==> config.mk <==
export PLATFORM = sky130hd
export DESIGN_NAME = fetch_unit
export DESIGN_NICKNAME = d
export VERILOG_FILES = /design/src/rtl/fetch_pkg.sv /design/src/rtl/fetch_unit_byte_assembler.sv /design/src/rtl/fetch_unit.sv
export SDC_FILE = /design/constraint.sdc
export NUM_CORES = 1
export LEC_CHECK = 0
export BUFFER_PORTS_ARGS = -buffer_cell sky130_fd_sc_hd__clkbuf_2
export CAP_MARGIN = 20
export CORE_ASPECT_RATIO = 1.4
export CORE_UTILIZATION = 53
export DETAILED_ROUTE_END_ITERATION = 12
export PLACE_DENSITY = 0.8
export RECOVER_POWER = 100
export SLEW_MARGIN = 40
export SYNTH_ARGS = -nofsm -noshare
export SYNTH_HDL_FRONTEND = slang
export SYNTH_SLANG_ARGS = --single-unit
==> constraint.sdc <==
create_clock -name clk -period 5.05 [get_ports clk]
set_clock_uncertainty 0.05 [all_clocks]
set_input_delay 0.7575 -clock clk [delete_from_list [all_inputs] [get_ports clk]]
set_output_delay 0.7575 -clock clk [all_outputs]
set_load 0.01 [all_outputs]
==> src/rtl/fetch_pkg.sv <==
// fetch_pkg: shared state encoding and constants for the instruction fetch stage
package fetch_pkg;
  typedef enum logic [1:0] {FETCH, WAIT, HOLD, HALT} state_t;
  localparam int INSN_BYTES = 4;
  localparam logic [31:0] FETCH_RESET_PC = 32'h0;
endpackage

==> src/rtl/fetch_unit_byte_assembler.sv <==
// byte_assembler: shifts instruction bytes in first-byte-most-significant and flags a complete word
module byte_assembler
  import fetch_pkg::*;
(
  input  logic                    clk,
  input  logic                    rst,
  input  logic                    clr,
  input  logic                    load,
  input  logic [7:0]              din,
  output logic [8*INSN_BYTES-1:0] word,
  output logic                    full
);
  logic [2:0] cnt;
  // clear wins over load so a byte landing in the same cycle as an abort is dropped
  always_ff @(posedge clk or posedge rst)
    if (rst) begin
      word <= '0;
      cnt  <= '0;
    end else if (clr) begin
      word <= '0;
      cnt  <= '0;
    end else if (load) begin
      word <= {word[8*INSN_BYTES-9:0], din};
      cnt  <= cnt + 3'd1;
    end
  assign full = cnt == 3'(INSN_BYTES);
endmodule

==> src/rtl/fetch_unit.sv <==
// fetch_unit: byte-serial big-endian instruction fetch with redirect and run/halt; FETCH_ALIGN_CHECK_EN adds a sticky misaligned-PC fault
module fetch_unit
  import fetch_pkg::*;
#(
  parameter int                ADDR_W   = 32,
  parameter logic [ADDR_W-1:0] RESET_PC = ADDR_W'(FETCH_RESET_PC)
) (
  input  logic              clk,
  input  logic              rst,
  input  logic              run,
  input  logic              redir_valid,
  input  logic [ADDR_W-1:0] redir_pc,
  output logic              mem_req,
  output logic [ADDR_W-1:0] mem_addr,
  input  logic [7:0]        mem_rdata,
  output logic [31:0]       ir,
  output logic [ADDR_W-1:0] ir_pc,
  output logic              ir_valid,
  input  logic              ir_ready,
  output logic              fault
);
  state_t            state, nxt;
  logic [ADDR_W-1:0] pc, nxt_pc;
  logic [1:0]        cnt;
  logic              pend, hs, full, set_fault, fault_q;

  assign hs = state == HOLD && ir_ready;

  byte_assembler u_asm (
    .clk  (clk),
    .rst  (rst),
    .clr  (redir_valid || hs),
    .load (pend),
    .din  (mem_rdata),
    .word (ir),
    .full (full)
  );

  // state, pc, byte counter, outstanding-read flag and presented pc
  always_ff @(posedge clk or posedge rst)
    if (rst) begin
      state   <= FETCH;
      pc      <= RESET_PC;
      cnt     <= '0;
      pend    <= 1'b0;
      ir_pc   <= RESET_PC;
      fault_q <= 1'b0;
    end else begin
      state   <= nxt;
      pc      <= nxt_pc;
      cnt     <= (state == FETCH && nxt == FETCH && !redir_valid) ? cnt + 2'd1 : 2'd0;
      pend    <= mem_req && !redir_valid;
      ir_pc   <= state == WAIT ? pc : ir_pc;
      fault_q <= fault_q || set_fault;
    end

  // next state and pc; a redirect overrides everything except a latched fault
  always_comb begin
    nxt       = state;
    nxt_pc    = pc;
    set_fault = 1'b0;
    unique case (state)
      FETCH: nxt = cnt == 2'(INSN_BYTES - 1) ? WAIT : FETCH;
      WAIT:  nxt = HOLD;
      HOLD:  if (ir_ready) begin
               nxt    = run ? FETCH : HALT;
               nxt_pc = pc + ADDR_W'(INSN_BYTES);
             end
      HALT:  nxt = run ? FETCH : HALT;
      default: nxt = FETCH;
    endcase
    if (redir_valid) begin
      nxt    = FETCH;
      nxt_pc = redir_pc;
    end
`ifdef FETCH_ALIGN_CHECK_EN
    if (fault_q) nxt = HALT;
    else if (nxt == FETCH && nxt_pc[1:0] != 2'b00) begin
      nxt       = HALT;
      set_fault = 1'b1;
    end
`endif
  end

  // requests and presentation follow the registered state and are forced idle during reset
  always_comb begin
    mem_req = state == FETCH && !rst;
`ifdef FETCH_ALIGN_CHECK_EN
    mem_req = mem_req && pc[1:0] == 2'b00;
`endif
    mem_addr = mem_req ? pc + ADDR_W'(cnt) : '0;
    ir_valid = state == HOLD && full;
  end

  assign fault = fault_q;
endmodule

==> reports/metrics.yaml <==
global_routing:
  overflow: 0
  grt_pass1_vias: 4244
  grt_util_met1: 0.3249
  met2_usage: 0.4144
  gr-usage-met3: 0.04096
  antenna_found_initial: 0
  grt_start_max_net_pins: 61
  grt_pass1_wl_um: 20530
  top_usage_layer: "met2"
  grt_util_all_layers: 0.2538
logic_synthesis:
  yosysTopAreaCell: "dfrtp_1"
  synth_area_leaders: "dfrtp_1, mux2_2, mux2i_1, nor2_1, or4_1"
  syn_avg_cell_area_um2: 9.998
  yosys_warnings: 0
  ys_seq_elements: 104
  seq_area_frac_synth: 0.4875
  synthCells: 534
  synth_cell_types: 41
  synth_area_um2: 5339
  synth_top_area_share: 0.4875
  syn-num-nets: 586
power_and_ir_drop:
  p_leak_nw: 2.582
  power_density_nw_per_um2: 373.2
  share_comb_of_total_power: 0.228
  intPower_mw: 1.583
  power_frac_clock: 0.289
  sequentialPowerShare: 0.483
  irDropWorstVdd_mv: 0.2460
  p_sw_mw: 0.7408
  p_sw_frac: 0.3187
sta:
  min_period_ps: 4106
  worst_pin_slew_ps: 2794
  rsz0062_at_grt: "false"
  slew_headroom: -0.8629
  max_clock_freq_mhz: 243.6
  tns_ps: 0
  setup_viol: 0
  hold_violations: 0
  fin_crit_sh: 0.8130
  slew_violations: 133
clock_tree:
  cts_setup_buffers: 0
  holdBufCountCts: 0
  h-tree-depth: 3
  insertion_delay_ps: 350
  ctsResizeCount: 0
  cts_buffer_depth: 2
  cts_root_buf: "clkbuf_16"
  cts_made_buffers: 9
  cts_tree: "built"
  cts_sinks: 104
  clk_pin_slew_ps: 70
die:
  die_x_um: 86.83
  fp.coreArea_um2: 9846
  die_area_um2: 10480
  die_h_um: 120.8
  start_util: 0.5423
  boundaryPins: 144
  rows: 43
place:
  place.detailed.hpwl_um: 9016
  place_inst: 773
  io_buffer_count: 142
  gp_congestion: 0.8424
final_layout:
  area_delta_synth_final_pct: 16.64
  n_antenna_cell: 0
  final_common_cell: "dfrtp_1"
  layout_common_cells: "dfrtp_1, clkbuf_1, nor2_1"
  nets: 701
  layout-drive-gt1-share: 0.1590
  final_cells: 789
route:
  dr.pass1.iters: 4
  detail_route.wl_per_cell_um: 16.64
  drtAntennaViolNets: 0
  drc: 0
  routed_wl_um: 13130
  drt_iter0_drc: 284
  vias_per_cell: 5.736
  vias: 4526
worst_setup_path:
  cp_common_cell: "or4_1"
  critical_path_buf_inv_count: 1
  start_kind: "register"
  critPathMaxFanout: 19
  cp_slowest_cell: "or4_1"
  reg2reg_slack_ps: 2110
  required_ps: 4240
  arrival_ps: 3300
  crit_family: "simple AND/OR/NAND/NOR gates"
  criticalPathCategory: "register to output pin"
  cp_slowest_stage_delay_ps: 980
  path_cells: "nand4_1 -> or4_1 -> or4_1 -> a21oi_1 -> clkbuf_1"
  end_kind: "output pin"
job:
  max_cap_violations: 3
run_status:
  violations: "capacitance limit, slew limit"
  status: "complete, but fails checks"
min_path:
  hold_path.class: "primary input to asynchronous set/reset pin"
-- through the flow --
step	hold WS, ps	instance area (um^2)	worst slack, ps	util	power [mW]
2_1_floorplan	381.2	5339	396.8	-	1.452
4_1_cts	416.1	6366	1156	0.6466	2.383
6_report	408.8	6227	944.4	0.6325	2.324
3_5_place_dp	406.9	6077	1567	0.6172	1.712
5_1_grt	448.9	6227	518.2	0.6325	2.440
3_3_place_gp	403.8	6072	1571	0.6167	1.688
-- power groups by stage --
stage,Sequential [mW],Combinational (mW),Clock [mW]
2_1_floorplan,1.16,0.291,0
3_3_place_gp,1.13,0.560,0
3_5_place_dp,1.14,0.573,0
4_1_cts,1.12,0.576,0.684
5_1_grt,1.14,0.582,0.716
6_report,1.12,0.529,0.672
-- routing by layer --
metal | vias to the layer above | share of wire
met3 | 26 | 0.048
li1 | 2151 | -
met5 | - | 0
met4 | 0 | 0.028
met2 | 157 | 0.51
met1 | 2192 | 0.41
-- synth_stat cells (all sizes together) --
master and count:
nor2b 1, and2 2, or3 20, dfrtp 104
o21ai 29, or2 6, o41ai 1, ha 6
a31oi 13, nor4 2, nand3 9, a21oi 26
nand3b 1, fa 1, clkinv 1, and3 1
buf 13, mux2 34, and4b 1, nand4 9
nor3 6, o31ai 17, mux2i 34, xnor2 15
or4b 1, nor2 63, xor2 5, nand2 40
inv 6, o211ai 6, conb 1, nand2b 1
clkbuf 29, nand4b 1, or4 29
-- final cells by class --
class / instances / area, um^2
flip-flops and latches: 104 / 2606
repair buffers: 146 / 610.6
fillers: 883 / 3618
inverters: 7 / 28.78
multi-input cells: 381 / 2524
well taps: 135 / 168.9
clock inverters: 6 / 50.05
clock buffers: 10 / 239.0
-- sequential cells by signal (all words and copies together), names as in the netlist --
name / flops
pend: 1
cnt: 2
pc: 32
state: 2
u_asm.cnt: 3
ir_pc: 32
u_asm.word: 32
-- worst register-to-register path: stages, from the launching register on --
cell and delay, ps:
dfrtp_1 510, nand4_1 520, or4_1 960, or4_1 620, a31oi_1 200
-- path summary, 6_finish.rpt --
path                            startpoint        endpoint  cells after the start
worst min-delay path                   rst  u_asm.word[12]                      2
min in group clk                    cnt[0]          cnt[0]                      1
worst max-delay path                 pc[4]    mem_addr[25]                      5
max in group asynchronous              rst       ir_pc[26]                      3
worst min register to register      cnt[0]          cnt[0]                      1
worst max register to register       pc[4]          pc[19]                      4
-- cell families after synthesis --
group | Yosys count | share of synthesized area
compound gates | 92 | 0.1008
xor+xnor | 20 | 0.03281
fa+ha+maj | 7 | 0.01781
buf+inv | 49 | 0.03867
flops | 104 | 0.4875
mux | 68 | 0.1355
other cells | 1 | 0.0007024
simple gates | 193 | 0.1863
(Power assumes the default switching activity.)
